$ cat src/rtl/conv_sched_pkg.sv
// Shared types and defaults for the convolution tile scheduler.
// Holds the FSM state encoding and the output-index helper.
package conv_sched_pkg;

    localparam int DEF_IN_DIM = 4;
    localparam int DEF_K_DIM  = 3;
    localparam int DEF_IDX_W  = 2;
    localparam int RES_W      = 2;

    typedef enum logic [2:0] {
        ST_IDLE     = 3'd0,
        ST_ISSUE    = 3'd1,
        ST_WAIT_ACC = 3'd2,
        ST_WRITE    = 3'd3,
        ST_DONE     = 3'd4
    } state_e;

    function automatic int out_dim(input int in_dim, input int k_dim);
        return in_dim - k_dim + 1;
    endfunction

    // Row-major output index.
    function automatic logic [RES_W-1:0] out_index(input int row, input int col, input int dim);
        return RES_W'(row * dim + col);
    endfunction

endpackage

$ cat src/rtl/conv_tile_scheduler_tap_counter.sv
// Nested row/col counter that walks a DIM x DIM grid in row-major order.
// wrap is high on the increment that steps from the last position back to (0,0).
module tap_counter #(
    parameter int DIM = 3,
    parameter int W   = 2
) (
    input  logic         clk,
    input  logic         reset,
    input  logic         inc,
    input  logic         clr,
    output logic [W-1:0] row,
    output logic [W-1:0] col,
    output logic         wrap
);

    localparam logic [W-1:0] MAX = W'(DIM - 1);
    localparam logic [W-1:0] ONE = W'(1);

    logic [W-1:0] row_q, row_d;
    logic [W-1:0] col_q, col_d;

    // NOTE: defaults first so every path assigns row_d/col_d and no latch is inferred.
    always_comb begin
        row_d = row_q;
        col_d = col_q;
        if (clr) begin
            row_d = '0;
            col_d = '0;
        end else if (inc) begin
            if (col_q == MAX) begin
                col_d = '0;
                row_d = (row_q == MAX) ? '0 : row_q + ONE;
            end else begin
                col_d = col_q + ONE;
            end
        end
    end

    // NOTE: state flops use non-blocking assignments so all flops update from pre-edge values.
    always_ff @(posedge clk or negedge reset) begin
        if (!reset) begin
            row_q <= '0;
            col_q <= '0;
        end else begin
            row_q <= row_d;
            col_q <= col_d;
        end
    end

    assign row  = row_q;
    assign col  = col_q;
    assign wrap = inc && (row_q == MAX) && (col_q == MAX);

endmodule

$ cat src/rtl/conv_tile_scheduler.sv
// Sequences a shared MAC through every kernel tap of every output position of a valid
// convolution, frames each accumulation and hands each result to memory.
module conv_tile_scheduler
    import conv_sched_pkg::*;
#(
    parameter int IN_DIM = DEF_IN_DIM,
    parameter int K_DIM  = DEF_K_DIM,
    parameter int IDX_W  = DEF_IDX_W
) (
    input  logic             clk,
    input  logic             reset,
    input  logic             start,
    input  logic             abort,
    output logic             busy,
    output logic             done,
    output logic             mac_valid,
    input  logic             mac_ready,
    output logic             mac_first,
    output logic             mac_last,
    output logic [IDX_W-1:0] a_row,
    output logic [IDX_W-1:0] a_col,
    output logic [IDX_W-1:0] b_row,
    output logic [IDX_W-1:0] b_col,
    input  logic             acc_valid,
    output logic             res_valid,
    input  logic             res_ready,
    output logic [RES_W-1:0] res_idx
);

    localparam int               OUT_DIM = out_dim(IN_DIM, K_DIM);
    localparam logic [IDX_W-1:0] K_MAX   = IDX_W'(K_DIM - 1);

    state_e           state_q, state_d;
    logic [IDX_W-1:0] k_row, k_col, o_row, o_col;
    logic             k_inc, k_wrap, o_inc, o_wrap;

    assign k_inc = (state_q == ST_ISSUE) && mac_ready;
    assign o_inc = (state_q == ST_WRITE) && res_ready;

    tap_counter #(.DIM(K_DIM), .W(IDX_W)) u_tap_cnt (
        .clk   (clk),
        .reset (reset),
        .inc   (k_inc),
        .clr   (abort),
        .row   (k_row),
        .col   (k_col),
        .wrap  (k_wrap)
    );

    tap_counter #(.DIM(OUT_DIM), .W(IDX_W)) u_out_cnt (
        .clk   (clk),
        .reset (reset),
        .inc   (o_inc),
        .clr   (abort),
        .row   (o_row),
        .col   (o_col),
        .wrap  (o_wrap)
    );

    // abort outranks every transition, including start in IDLE.
    always_comb begin
        state_d = state_q;
        if (abort) begin
            state_d = ST_IDLE;
        end else begin
            case (state_q)
                ST_IDLE:     if (start)     state_d = ST_ISSUE;
                ST_ISSUE:    if (k_wrap)    state_d = ST_WAIT_ACC;
                ST_WAIT_ACC: if (acc_valid) state_d = ST_WRITE;
                ST_WRITE:    if (o_inc)     state_d = o_wrap ? ST_DONE : ST_ISSUE;
                ST_DONE:                    state_d = ST_IDLE;
                default:                    state_d = ST_IDLE;
            endcase
        end
    end

    always_ff @(posedge clk or negedge reset) begin
        if (!reset) state_q <= ST_IDLE;
        else        state_q <= state_d;
    end

    // Outputs decode from state and counter flops only, so they hold while stalled.
    assign busy      = (state_q != ST_IDLE);
    assign done      = (state_q == ST_DONE);
    assign mac_valid = (state_q == ST_ISSUE);
    assign mac_first = mac_valid && (k_row == '0) && (k_col == '0);
    assign mac_last  = mac_valid && (k_row == K_MAX) && (k_col == K_MAX);
    assign a_row     = o_row + k_row;
    assign a_col     = o_col + k_col;
    assign b_row     = k_row;
    assign b_col     = k_col;
    assign res_valid = (state_q == ST_WRITE);
    assign res_idx   = out_index(int'(o_row), int'(o_col), OUT_DIM);

endmodule

$ cat config.mk
export PLATFORM = sky130hd
export DESIGN_NAME = conv_tile_scheduler
export DESIGN_NICKNAME = d
export VERILOG_FILES = /design/src/rtl/conv_sched_pkg.sv /design/src/rtl/conv_tile_scheduler_tap_counter.sv /design/src/rtl/conv_tile_scheduler.sv
export SDC_FILE = /design/constraint.sdc
export NUM_CORES = 1
export LEC_CHECK = 0
export ABC_AREA = 1
export CORE_MARGIN = 3
export CORE_UTILIZATION = 44
export DETAILED_ROUTE_END_ITERATION = 12
export PLACE_DENSITY_LB_ADDON = 0.3
export SLEW_MARGIN = 10
export SYNTH_ARGS = -nofsm -noshare
export SYNTH_HDL_FRONTEND = slang
export SYNTH_SLANG_ARGS = --single-unit
$ cat constraint.sdc
create_clock -name clk -period 1.5 [get_ports clk]
set_input_delay 0.3 -clock clk [delete_from_list [all_inputs] [get_ports clk]]
set_output_delay 0.3 -clock clk [all_outputs]
set_load 0.02 [all_outputs]
==> flow_summary_export.csv, run 1 <==
group,metric,value,unit
job,cap_violations,0,
timing,hold_viol,0,
clock_network,clk_latency,0.28,ns
drt,wl_per_cell,18.8,um
die,num_rows,13,
synthesis,ys_ff_latch,11,
synthesis,yosys-top-cells-count,"nand2_1 (20), inv_1 (18), nor2_1 (16)",
power_and_ir_drop,switchingPower,0.548,mW
drt,first_pass_iters,4,
power_and_ir_drop,seqPwrFrac,27.2,%
worst_hold_path,hold_path_class,"in2async",
synthesis,synth_edf_count,0,
global_routing,antenna_found_initial,0,
clock_network,numCtsBuffers,3,
worst_setup_path,cp.arrival,1.40,ns
final_layout,diodes,0,
placement,placed_area,1150,um2
synthesis,syn_nets,111,
synthesis,synth_most_common_cell,"nand2_1",
synthesis,synth_area_per_cell,7.02,um2
placement,gp_congestion,0.852,
global_routing,grt_pass1_vias,924,
synthesis,ys_warn_count,0,
global_routing,overflow,0,
global_routing,grt_max_degree,12,
power_and_ir_drop,total_power,1.25,mW
drt,final_antenna_net_count,0,
worst_setup_path,critPathRequiredTime,1.20,ns
final_layout,area_growth,83.2,%
timing,slew_headroom,62.6,%
placement,placed_cells,162,
power_and_ir_drop,peakVddDrop,854,uV
synthesis,yosys-top-cells-area,"dfrtp_1 (38%), nand2_1 (10%), inv_1 (9.4%)",
clock_network,cts.sinks,11,
clock_network,clkTransAtPathRegs,0.08,ns
worst_setup_path,crit_fanout,2,
synthesis,synthArstFlopShare,100,%
synthesis,synthCells,102,
worst_setup_path,end_kind,"primary output",
drt,first_iter_violations,44,
timing,worstMarginPinSlew,0.560,ns
final_layout,layout.nets,165,
worst_setup_path,slowest_stage,"dfrtp_1",
timing,post-route-worst-setup-slack,-0.202,ns
timing,min_period,1.70,ns
worst_setup_path,crit_path_cell_trace,"ha_2 -> xnor2_2 -> xor2_2 -> buf_6",
synthesis,yosysTopAreaCell,"dfrtp_1",
power_and_ir_drop,power.leakage,0.676,nW
global_routing,grt_usage,29.2,%
final_layout,post-route-util,92.7,%
drt,top_layer_used,"met4",
run_status,outcome,"complete, but fails checks",
die,die_y,46.3,um
synthesis,synth_ff_type,"dfrtp_1",
die,die_x,46.3,um
timing,setup_viol,5,
die,core_area,1420,um2
worst_setup_path,critPathKind,"reg2out",
drt,wirelength_met1,1150,um
timing,skew,0.00191,ns
synthesis,syn-cell-area,716,um2
timing,rsz0062_at_grt,"yes",
worst_setup_path,cp-start-kind,"flop",
final_layout,drive_gt1_share,51.0,%
drt,vias_per_cell,5.74,
drt,drc,0,
synthesis,yosysUniqueCellTypes,21,
synthesis,ys_seq_area_share,38.5,%
die,initial_core_util,50.6,%
drt,dr_wl_met3,304,um
drt,wl_met2,1560,um
power_and_ir_drop,p_per_area,954,nW/um2
timing,finalCritPeriodShare,113,%
power_and_ir_drop,internal_power,0.703,mW
clock_network,root_buffer,"clkbuf_4",
die,die_area,2150,um2
clock_network,ctsLongestPathBuffers,2,
timing,max_freq,588,MHz
final_layout,fin_cells,170,
power_and_ir_drop,p_sw_share,43.8,%
final_layout,fin_area,1310,um2
drt,vias,975,
power_and_ir_drop,p_clk_share,17.5,%
worst_setup_path,critPathMaxStageDelay,0.41,ns
timing,slew_violations,0,
drt,totalWireLength,3190,um
run_status,violations,"negative setup slack",
power_and_ir_drop,pwr-share-comb,55.2,%
clock_network,htreeDepth,1,
synthesis,yosys.area.top_type_share,38.5,%
placement,placement.io_buffers,22,
global_routing,grt_pass1_wl,4200,um
clock_network,cts_tree,"built",
die,io_pins,23,
placement,place_hpwl,1700,um
clock_network,cts_hold_buf,0,
layer usage:
metal | vias to the layer above | global-route usage, %
met4 | 0 | 23.3
met2 | 79 | 47.5
met3 | 27 | 4.30
met5 | - | 0
li1 | 424 | -
met1 | 445 | 33.6
power groups by stage:
stage | Combinational (mW) | Clock, mW | Sequential (mW)
floorplan | 0.242 | 0 | 0.359
global placement | 0.513 | 0 | 0.341
detailed placement | 0.534 | 0 | 0.344
CTS | 0.565 | 0.214 | 0.339
global route | 0.728 | 0.237 | 0.341
finish | 0.691 | 0.219 | 0.341
placed cells by master (no fill, tap or decap):
| cell | n |
|---|---|
| xnor2_2 | 1 |
| nand3_2 | 3 |
| dlygate4sd2_1 | 2 |
| a21oi_1 | 3 |
| o21ai_0 | 1 |
| nand3_4 | 1 |
| buf_4 | 31 |
| dfrtp_1 | 10 |
| clkbuf_1 | 1 |
| xor2_1 | 1 |
| buf_6 | 6 |
| nor2_1 | 11 |
| nand2_2 | 6 |
| inv_4 | 1 |
| nand3_1 | 5 |
| nor2_4 | 7 |
| o31ai_1 | 1 |
| nor3_1 | 2 |
| xnor2_4 | 1 |
| clkinv_1 | 1 |
| ha_2 | 1 |
| inv_2 | 6 |
| a31oi_1 | 1 |
| xor2_2 | 2 |
| inv_1 | 13 |
| clkbuf_2 | 2 |
| ha_4 | 1 |
| clkdlybuf4s50_1 | 6 |
| buf_2 | 3 |
| dfrtp_2 | 1 |
| nor3_2 | 3 |
| nand2_1 | 14 |
| nand4_1 | 3 |
| clkbuf_4 | 3 |
| o21ai_1 | 1 |
critical path: cells and delay by family, from the launching register on:
kind       cells  cell delay (ns)
fa+ha+maj      1             0.21
flops          1             0.41
xor+xnor       2             0.37
buf+inv        1             0.14
registers in the layout (all words and copies together) (netlist names):
name           count
u_tap_cnt.row      2
state_q            3
u_out_cnt.col      2
u_out_cnt.row      2
u_tap_cnt.col      2
kinds of logic (layout without fill, tap and decap cells):
group                      Yosys count  count (layout)  share of synthesized area, %
and+or+nand+nor                     55              55                          34.4
buffers and inverters               22              75                          12.1
DFF                                 11              11                          38.5
AOI/OAI and AO/OA                    7               7                          5.42
xor gates and xnor gates             5               5                          6.12
adders and majority gates            2               2                          3.50
path summary, 6_finish.rpt:
kind	slack, ns	cells past startpoint	start	to
worst min-delay path	0.38	1	reset	u_out_cnt.col[1]$_DFFE_PN0P_
min in group clk	0.56	2	u_out_cnt.row[1]$_DFFE_PN0P_	u_out_cnt.row[1]$_DFFE_PN0P_
worst max register to register	0	8	u_tap_cnt.row[0]$_DFFE_PN0P_	state_q[0]$_DFFE_PN0P_
worst max-delay path	-0.20	4	u_tap_cnt.col[0]$_DFFE_PN0P_	a_col[1]
max in group asynchronous	0.72	1	reset	u_tap_cnt.row[1]$_DFFE_PN0P_
worst min register to register	0.56	2	u_out_cnt.row[1]$_DFFE_PN0P_	u_out_cnt.row[1]$_DFFE_PN0P_
layout make-up:
class                           count  area, um2
Multi-Input combinational cell     69        505
Tap cell                           15       18.8
Fill cell                          57        104
Timing Repair Buffer               50        403
Sequential cell                    11        277
Clock buffer                        4       26.3
Inverter                           21       81.3
stage by stage:
| step | worst slack, ns | TNS (ns) | hold WS [ns] |
|---|---|---|---|
| 6_report | -0.202 | -0.577 | 0.379 |
| 5_1_grt | -0.257 | -0.904 | 0.392 |
| 4_1_cts | -0.189 | -0.467 | 0.384 |
| 3_5_place_dp | -0.371 | -1.96 | 0.541 |
| 3_3_place_gp | -0.335 | -1.69 | 0.522 |
| 2_1_floorplan | -0.0179 | -0.0179 | 0.00441 |
repair_timing:
item                                    4_1_cts  5_1_grt
buffers inserted                              2        3
resized for setup                            75       34
pin swaps                                     2       13
endpoints found under the setup margin       17       12
(Power assumes the default switching activity.)
==> inputs of run 2 (changes only) <==
CAP_MARGIN = 20   (was not set)
CTS_CLUSTER_SIZE = 10   (was not set)
HOLD_SLACK_MARGIN = 0.12   (was not set)
==> results of run 2 <==
Final layout, timing and power as in run 1 (identical DEF).
